[config.mk]
export PLATFORM = sky130hd
export DESIGN_NAME = usb_tx_sequencer
export DESIGN_NICKNAME = d
export VERILOG_FILES = /design/src/rtl/usb_tx_sequencer.sv
export SDC_FILE = /design/constraint.sdc
export NUM_CORES = 1
export LEC_CHECK = 0
export BUFFER_PORTS_ARGS = -buffer_cell sky130_fd_sc_hd__buf_2
export CAP_MARGIN = 20
export CORE_MARGIN = 2
export CORE_UTILIZATION = 45
export DETAILED_ROUTE_END_ITERATION = 8
export HOLD_SLACK_MARGIN = 0.08
export PLACE_DENSITY = 0.74
export REMOVE_ABC_BUFFERS = 1
export SETUP_SLACK_MARGIN = 0.2
export SYNTH_ARGS = -nofsm -noshare
export SYNTH_HDL_FRONTEND = slang
export SYNTH_SLANG_ARGS = --single-unit
[constraint.sdc]
create_clock -name clk -period 4.7 [get_ports clk]
set_input_delay 0.47 -clock clk [delete_from_list [all_inputs] [get_ports clk]]
set_output_delay 0.47 -clock clk [all_outputs]
set_load 0.1 [all_outputs]
[src/rtl/usb_tx_sequencer.sv]
// Packet-level USB TX field sequencer: SYNC, PID, [DATA, CRC5/CRC16], EOP.
// Optional per-field watchdog is built when USB_TX_SEQ_WATCHDOG_EN is defined.
module usb_tx_sequencer #(
    parameter int unsigned EOP_CYCLES     = 16,
    parameter int unsigned TIMEOUT_CYCLES = 1024
) (
    input  logic       clk,
    input  logic       n_rst,
    input  logic       start,
    input  logic [1:0] pkt_type,
    input  logic       sync_bits_transmitted,
    input  logic       pid_bits_transmitted,
    input  logic       data_bits_transmitted,
    input  logic       crc5_bits_transmitted,
    input  logic       crc16_bits_transmitted,
    output logic       sync_transmitting,
    output logic       pid_transmitting,
    output logic       data_transmitting,
    output logic       crc5_transmitting,
    output logic       crc16_transmitting,
    output logic       eop_active,
    output logic       busy,
    output logic       done,
    output logic       error
);

    localparam int unsigned EopW = $clog2(EOP_CYCLES + 1);
    localparam logic [EopW-1:0] EopLast = EopW'(EOP_CYCLES - 1);

    localparam logic [1:0] TypeHandshake = 2'b00;
    localparam logic [1:0] TypeToken     = 2'b01;
    localparam logic [1:0] TypeIllegal   = 2'b11;

    typedef enum logic [2:0] {
        StIdle,
        StSync,
        StPid,
        StData,
        StCrc,
        StEop
    } state_e;

    state_e          state_q, state_d;
    logic [1:0]      type_q, type_d;
    logic [EopW-1:0] eop_cnt_q, eop_cnt_d;
    logic            error_q, error_d;
    logic            field_pulse;
    logic            in_field;

    // Only the pulse belonging to the field currently on the wire may advance.
    always_comb begin
        field_pulse = 1'b0;
        in_field    = 1'b1;
        unique case (state_q)
            StSync:  field_pulse = sync_bits_transmitted;
            StPid:   field_pulse = pid_bits_transmitted;
            StData:  field_pulse = data_bits_transmitted;
            StCrc:   field_pulse = (type_q == TypeToken) ? crc5_bits_transmitted
                                                         : crc16_bits_transmitted;
            default: in_field = 1'b0;
        endcase
    end

`ifdef USB_TX_SEQ_WATCHDOG_EN
    localparam int unsigned WdW = $clog2(TIMEOUT_CYCLES + 1);
    localparam logic [WdW-1:0] WdLast = WdW'(TIMEOUT_CYCLES - 1);

    logic [WdW-1:0] wd_q, wd_d;
    logic           wd_expire;

    assign wd_expire = in_field && !field_pulse && (wd_q == WdLast);
`else
    logic wd_expire;
    logic unused_timeout;

    assign wd_expire      = 1'b0;
    assign unused_timeout = ^TIMEOUT_CYCLES;
`endif

    always_comb begin
        state_d   = state_q;
        type_d    = type_q;
        eop_cnt_d = '0;
        error_d   = 1'b0;
        unique case (state_q)
            StIdle: begin
                if (start) begin
                    if (pkt_type == TypeIllegal) begin
                        error_d = 1'b1;
                    end else begin
                        type_d  = pkt_type;
                        state_d = StSync;
                    end
                end
            end
            StSync: if (field_pulse) state_d = StPid;
            StPid: begin
                if (field_pulse) state_d = (type_q == TypeHandshake) ? StEop : StData;
            end
            StData: if (field_pulse) state_d = StCrc;
            StCrc:  if (field_pulse) state_d = StEop;
            StEop: begin
                if (eop_cnt_q == EopLast) state_d = StIdle;
                else                      eop_cnt_d = eop_cnt_q + 1'b1;
            end
            default: state_d = StIdle;
        endcase
        // Abort without EOP; a coincident field pulse already suppressed wd_expire.
        if (wd_expire) begin
            state_d = StIdle;
            error_d = 1'b1;
        end
    end

`ifdef USB_TX_SEQ_WATCHDOG_EN
    always_comb begin
        wd_d = '0;
        if (in_field && (state_d == state_q)) wd_d = wd_q + 1'b1;
    end

    always_ff @(posedge clk) begin
        if (!n_rst) wd_q <= '0;
        else        wd_q <= wd_d;
    end
`endif

    always_ff @(posedge clk) begin
        if (!n_rst) begin
            state_q   <= StIdle;
            type_q    <= 2'b00;
            eop_cnt_q <= '0;
            error_q   <= 1'b0;
        end else begin
            state_q   <= state_d;
            type_q    <= type_d;
            eop_cnt_q <= eop_cnt_d;
            error_q   <= error_d;
        end
    end

    assign sync_transmitting  = (state_q == StSync);
    assign pid_transmitting   = (state_q == StPid);
    assign data_transmitting  = (state_q == StData);
    assign crc5_transmitting  = (state_q == StCrc) && (type_q == TypeToken);
    assign crc16_transmitting = (state_q == StCrc) && (type_q != TypeToken);
    assign eop_active         = (state_q == StEop);
    assign busy               = (state_q != StIdle);
    assign done               = (state_q == StEop) && (eop_cnt_q == EopLast);
    assign error              = error_q;

endmodule
==> flow_metrics.py, run 1 <==
metrics = {
    "outcome": {
        "status": "finished, final reports clean",
    },
    "synth": {
        "synth_flop_cell": "dfxtp_1",
        "synth_seq_area_share_pct": 37.45,
        "synth_edf_count": 0,
        "yosysWarnings": 0,
        "synth_seq_cells": 11,
        "ys_types": 33,
        "syn_area_sq_um": 588.1,
        "async_reset_ff_share_pct": 0,
        "synth.avg_cell_area_sq_um": 8.777,
        "postSynthCellCount": 67,
    },
    "critical_path": {
        "timing.rr.end": "state_q[0]$_SDFFE_PN0P_",
        "crit_buf_inv": 2,
        "reg2reg_from": "eop_cnt_q[0]$_SDFF_PP0_",
        "critPathKind": "flip-flop to output pin",
        "max_stage_delay_ns": 0.41,
        "crit_chain": "clkinv_1, nor3b_2, and2_1, buf_2",
        "ff2ff_path_depth": 7,
        "worstPathArrival_ns": 1.79,
        "r2r_slack_ns": 2.99,
        "worst_path_max_delay_cell": "dfxtp_1",
        "cp.required_ns": 4.23,
        "cp_num_cells": 4,
        "critPathLaunchType": "flip-flop",
        "endpoint_kind": "output pin",
        "crit_fanout": 10,
        "cp_top_family": "buffers and inverters",
    },
    "die": {
        "rows": 13,
        "die_area_sq_mm": 0.001612,
        "coreArea_sq_mm": 0.001252,
        "die_h_um": 40.15,
        "initial_core_util_pct": 46.95,
        "fp.dieW_um": 40.15,
        "top_level_ports": 19,
    },
    "hold_path": {
        "hold_path_depth": 1,
        "hold-path-endpoint": "eop_cnt_q[0]$_SDFF_PP0_",
        "hold_class": "flip-flop to flip-flop",
        "min_from": "eop_cnt_q[0]$_SDFF_PP0_",
    },
    "timing": {
        "hold_viol": 0,
        "layout_setup_ws_ns": 2.442,
        "rsz0062_at_grt": "no",
        "slew_headroom_pct": 67.85,
        "fin_tns_setup_ns": 0,
        "clock_skew_ns": 0.007122,
        "tightest_slew_ns": 0.4855,
        "clock.fmax_ghz": 0.4429,
        "setup_viol": 0,
        "drv_slew": 0,
        "period_share_pct": 48.04,
        "period_needed_ns": 2.258,
    },
    "cells_and_area": {
        "seqCellArea_sq_um": 220.2,
        "multi_input_area_sq_um": 337.8,
        "fin_nets": 100,
        "num-fill-cells": 128,
        "drive_above_1_share_pct": 28.74,
        "syn_to_final_growth_pct": 20.43,
        "fin_util_pct": 56.54,
        "stdcell_area_sq_um": 708.2,
        "stdcell_count": 102,
        "antenna_cells": 0,
    },
    "job": {
        "drv_cap": 0,
    },
    "clocking": {
        "cts_max_path_buffers": 2,
        "hold_buffers": 0,
        "root_buffer": "clkbuf_4",
        "post_cts_buffers": 0,
        "post_cts_resized": 0,
        "clock-sinks": 11,
        "cts-buffers-inserted": 3,
        "htree_num_levels": 1,
        "clock_latency_ns": 0.26,
        "clk_pin_slew_ns": 0.07,
        "cts_tree": "yes",
    },
    "power_and_ir_drop": {
        "switching_share_pct": 46.16,
        "p_seq_share_pct": 37.3,
        "p_clk_share_pct": 20.4,
        "leakagePower_uw": 0.0003173,
        "switchingPower_uw": 143.5,
        "power_frac_comb_pct": 42.4,
        "vdd_drop_max_mv": 0.1886,
        "internal_power_uw": 167.4,
        "powerDensity_mw_per_mm2": 438.9,
    },
    "place": {
        "dpl.cell_count": 98,
        "dp_hpwl_um": 883.4,
        "port_buffers": 18,
        "dpl_cell_area_sq_um": 681.9,
        "place.gp.congestion": 0.7213,
        "pre_cts_ws_ns": 2.738,
    },
    "grt": {
        "grt_max_degree": 15,
        "grt-ovfl-total": 0,
        "track_usage_pct": 17.36,
        "grt_pass1_wl_um": 1814,
        "grt_pass1_vias": 434,
        "antenna_found_initial": 0,
    },
    "route": {
        "avgViaCountPerCell": 5.333,
        "wl_per_cell_um": 11.40,
        "drtPass1Iterations": 4,
        "ant_nets": 0,
        "first_iter_violations": 9,
        "wirelength_um": 1163,
        "vias": 544,
        "drc": 0,
    },
}
power by group through the flow:
stage               clock network (uW)  registers (uW)  logic (uW)
CTS                               65.8             115         132
global route                      71.2             118         139
finish                            63.3             116         132
global placement                     0             117         131
detailed placement                   0             117         131
floorplan                            0             117         109
Yosys cell counts (all sizes together) (2+ instances only):
cell,instances,area share (%)
and2,2,2.1
nor2,10,6.4
nor3,2,1.7
nor3b,2,3.4
ha,2,4.3
dfxtp,11,37
nand3,2,1.7
inv,3,1.9
mux2i,2,3.4
and3,3,3.2
nor2b,3,3.2
nand2,3,1.9
nand3b,2,2.6
or3,2,2.1
per-layer routing:
metal	vias up	global-route usage (%)	routed length (um)
li1	279	-	-
met3	2	5.000	64
met1	252	20.27	563
met4	0	10.34	12
met5	-	0	0
met2	11	27.82	522
layout by cell type (no fill, tap or decap), drive strengths merged:
cell,netlist,routed
dfxtp,11,11
o31a,1,1
clkbuf,1,4
mux2,1,1
a211oi,1,1
nand2,3,3
and3,3,3
nand2b,1,1
a41oi,1,1
o211ai,1,1
nor3,2,2
a311oi,1,1
mux2i,2,2
nand3b,2,2
nor2,10,10
ha,2,2
clkinv,1,1
o21ai,1,1
xor2,1,1
o221a,1,1
a21oi,1,1
nor3b,2,2
o21ba,1,1
a2111oi,1,1
or3,2,2
buf,1,18
nor2b,3,3
and2,2,2
nand3,2,2
inv,3,3
nor4,1,1
xnor2,1,1
sequential cells by signal, indices dropped and copies added (netlist names):
name / count
error: 1
state_q: 3
type_q: 2
eop_cnt_q: 5
final cells by class:
cell class                      count  share of cell area [%]
Multi-Input combinational cell     50                   47.70
Sequential cell                    11                   31.10
Inverter                            4                   2.120
Timing Repair Buffer               18                   12.72
Tap cell                           15                   2.650
Clock buffer                        4                   3.710
logic make-up after synthesis:
group                    after synthesis  synth area share (%)
AND/OR/NAND/NOR                       33                 30.43
flip-flops                            11                 37.45
AO/OA/AOI/OAI                         10                 13.83
buffers and inverters                  6                 5.105
multiplexers                           3                 5.957
XOR/XNOR                               2                 2.979
adder cells (fa/ha/maj)                2                 4.255
per-stage QoR:
step           power [uW]  hold slack, ns
4_1_cts             312.9          0.4568
3_3_place_gp        248.4          0.4335
2_1_floorplan       226.0          0.4176
5_1_grt             327.7          0.4701
6_report            310.8          0.4518
3_5_place_dp        248.8          0.4435
how the worst max path moves through the flow:
stage               slack (ns)                 end                    start
finish                    2.44                done  state_q[2]$_SDFFE_PN0P_
global route              2.30                done  state_q[2]$_SDFFE_PN0P_
CTS                       2.44                done  state_q[2]$_SDFFE_PN0P_
detailed placement        2.74                done  state_q[2]$_SDFFE_PN0P_
global placement          2.78                done  state_q[2]$_SDFFE_PN0P_
floorplan                 0.70  crc16_transmitting  state_q[2]$_SDFFE_PN0P_
Power figures use the tool's default switching activity.
==> run 2: changes to the inputs <==
- CORE_UTILIZATION: 45 -> 42
- PLACE_DENSITY: 0.74 -> 0.73
- clock period: 4.7 -> 2.03 ns (I/O delays scaled with it)
==> flow_metrics.py, run 2 (synthesis gave the netlist of run 1 again) <==
metrics = {
    "outcome": {
        "status": "finished, final reports clean",
    },
    "route": {
        "drc": 0,
        "wl_per_cell_um": 11.44,
        "drtPass1Iterations": 4,
        "first_iter_violations": 3,
        "vias": 538,
        "wirelength_um": 1178,
        "ant_nets": 0,
        "avgViaCountPerCell": 5.223,
    },
    "timing": {
        "rsz0062_at_grt": "yes",
        "hold_viol": 0,
        "layout_setup_ws_ns": 0.2905,
        "period_share_pct": 85.69,
        "clock.fmax_ghz": 0.5749,
        "setup_viol": 0,
        "clock_skew_ns": 0.002445,
        "slew_headroom_pct": 67.88,
        "drv_slew": 0,
        "period_needed_ns": 1.740,
        "tightest_slew_ns": 0.4851,
        "fin_tns_setup_ns": 0,
    },
    "grt": {
        "grt_pass1_vias": 497,
        "track_usage_pct": 15.99,
        "top_usage_layer": "met2",
        "gr-usage-met3_pct": 4.348,
        "grt-ovfl-total": 0,
        "grt_max_degree": 12,
        "grt_util_met2_pct": 26.25,
        "antenna_found_initial": 0,
        "grt_pass1_wl_um": 2070,
        "gr-usage-met1_pct": 17.47,
    },
    "cells_and_area": {
        "most-common-layout-cells": "buf_2 (13), dfxtp_1 (11), nor2_1 (10)",
        "syn_to_final_growth_pct": 25.32,
        "drive_above_1_share_pct": 30.68,
        "fin_nets": 101,
        "num-fill-cells": 133,
        "antenna_cells": 0,
        "stdcell_count": 103,
        "largest_reg_flops": 5,
        "top_register": "eop_cnt_q",
        "reg_top3": "eop_cnt_q (5), state_q (3), type_q (2)",
        "final_common_cell": "buf_2",
    },
    "clocking": {
        "clock-sinks": 11,
        "htree_num_levels": 1,
        "root_buffer": "clkbuf_4",
        "cts-buffers-inserted": 3,
        "cts_tree": "yes",
        "cts_max_path_buffers": 2,
        "clock_latency_ns": 0.27,
        "hold_buffers": 0,
        "clk_pin_slew_ns": 0.07,
    },
    "die": {
        "top_level_ports": 19,
        "initial_core_util_pct": 45.19,
        "die_h_um": 41.42,
        "coreArea_sq_mm": 0.001301,
        "die_area_sq_mm": 0.001716,
        "fp.dieW_um": 41.42,
        "rows": 13,
    },
    "job": {
        "drv_cap": 0,
    },
    "place": {
        "port_buffers": 18,
        "dp_hpwl_um": 944.4,
        "place.gp.congestion": 0.7302,
        "pre_cts_ws_ns": 0.2996,
        "dpl.cell_count": 99,
    },
    "critical_path": {
        "timing.rr.end": "state_q[0]$_SDFFE_PN0P_",
        "crit_end": "crc16_transmitting",
        "critPathLaunch": "state_q[2]$_SDFFE_PN0P_",
        "r2r_slack_ns": 0.34,
        "critPathKind": "flip-flop to output pin",
        "crit_chain": "clkinv_2, nor4_1, buf_4",
        "cp_top_family": "buffers and inverters",
        "critPathLaunchType": "flip-flop",
        "worstPathArrival_ns": 1.54,
        "crit_fanout": 10,
        "max_stage_delay_ns": 0.43,
        "endpoint_kind": "output pin",
        "cp_num_cells": 3,
        "ff2ff_path_depth": 7,
        "reg2reg_from": "eop_cnt_q[0]$_SDFF_PP0_",
        "worst_path_max_delay_cell": "dfxtp_1",
        "crit_buf_inv": 2,
        "cp.required_ns": 1.83,
    },
    "power_and_ir_drop": {
        "vdd_drop_max_mv": 0.4670,
        "p_total_uw": 739.3,
        "leakagePower_uw": 0.0003235,
        "powerDensity_mw_per_mm2": 1003,
    },
    "hold_path": {
        "hold_path_depth": 3,
        "hold_class": "input pin to flip-flop",
    },
}
run 2: cell count changes in the layout (fill, tap and decap cells not counted):
cell / previous run / this run
clkinv_2: 0 / 1
clkbuf_4: 3 / 4
buf_4: 0 / 3
buf_2: 18 / 13
buf_6: 0 / 2
clkinv_1: 1 / 0
run 2: final cells by class:
type                            count  area, sq um  share of cell area (%)
Sequential cell                    11        220.2                   29.88
Timing Repair Buffer               19        117.6                   15.96
Clock buffer                        4        26.28                   3.565
Tap cell                           15        18.77                   2.547
Multi-Input combinational cell     50        337.8                   45.84
Inverter                            4        16.27                   2.207
run 2: how the worst min path moves through the flow:
stage                                        from                      end  slack [ns]
final                                 pkt_type[0]         error$_SDFF_PN0_        0.20
after global routing                  pkt_type[0]         error$_SDFF_PN0_        0.22
after CTS                             pkt_type[0]         error$_SDFF_PN0_        0.21
after detailed placement  eop_cnt_q[0]$_SDFF_PP0_  eop_cnt_q[0]$_SDFF_PP0_        0.45
after global placement    eop_cnt_q[0]$_SDFF_PP0_  eop_cnt_q[0]$_SDFF_PP0_        0.43
after floorplan                       pkt_type[0]         error$_SDFF_PN0_        0.35
run 2: report_power, final:
part           switching [uW]  internal, uW
Sequential               25.9           233
Combinational             238          91.2
Clock                    74.5          76.3
Total                     339           401
run 2: timing repair:
item                       4_1_cts  5_1_grt
buffers inserted                 0        0
setup endpoints to repair        4        5
pin swaps                        0        1
gates cloned                     0        0
resized for setup                5        3
run 2: tightest hold or removal path, delay by kind of cell:
| family | cells | cell delay, ns |
|---|---|---|
| AND/OR/NAND/NOR | 2 | 0.12 |
| buffers and inverters | 1 | 0.10 |
run 2: layer usage:
layer / share of wire [%] / up-vias
met3: 3.9 / 5
met1: 43 / 237
met5: 0 / -
met2: 50 / 13
li1: - / 283
met4: 2.9 / 0
run 2: per-stage QoR:
step	cell area [sq um]	util [%]	hold slack, ns
4_1_cts	726.9	55.87	0.2057
6_report	737.0	56.63	0.1990
2_1_floorplan	573.1	-	0.3451
3_5_place_dp	689.4	52.98	0.4461
3_3_place_gp	689.4	52.98	0.4292
5_1_grt	737.0	56.63	0.2194
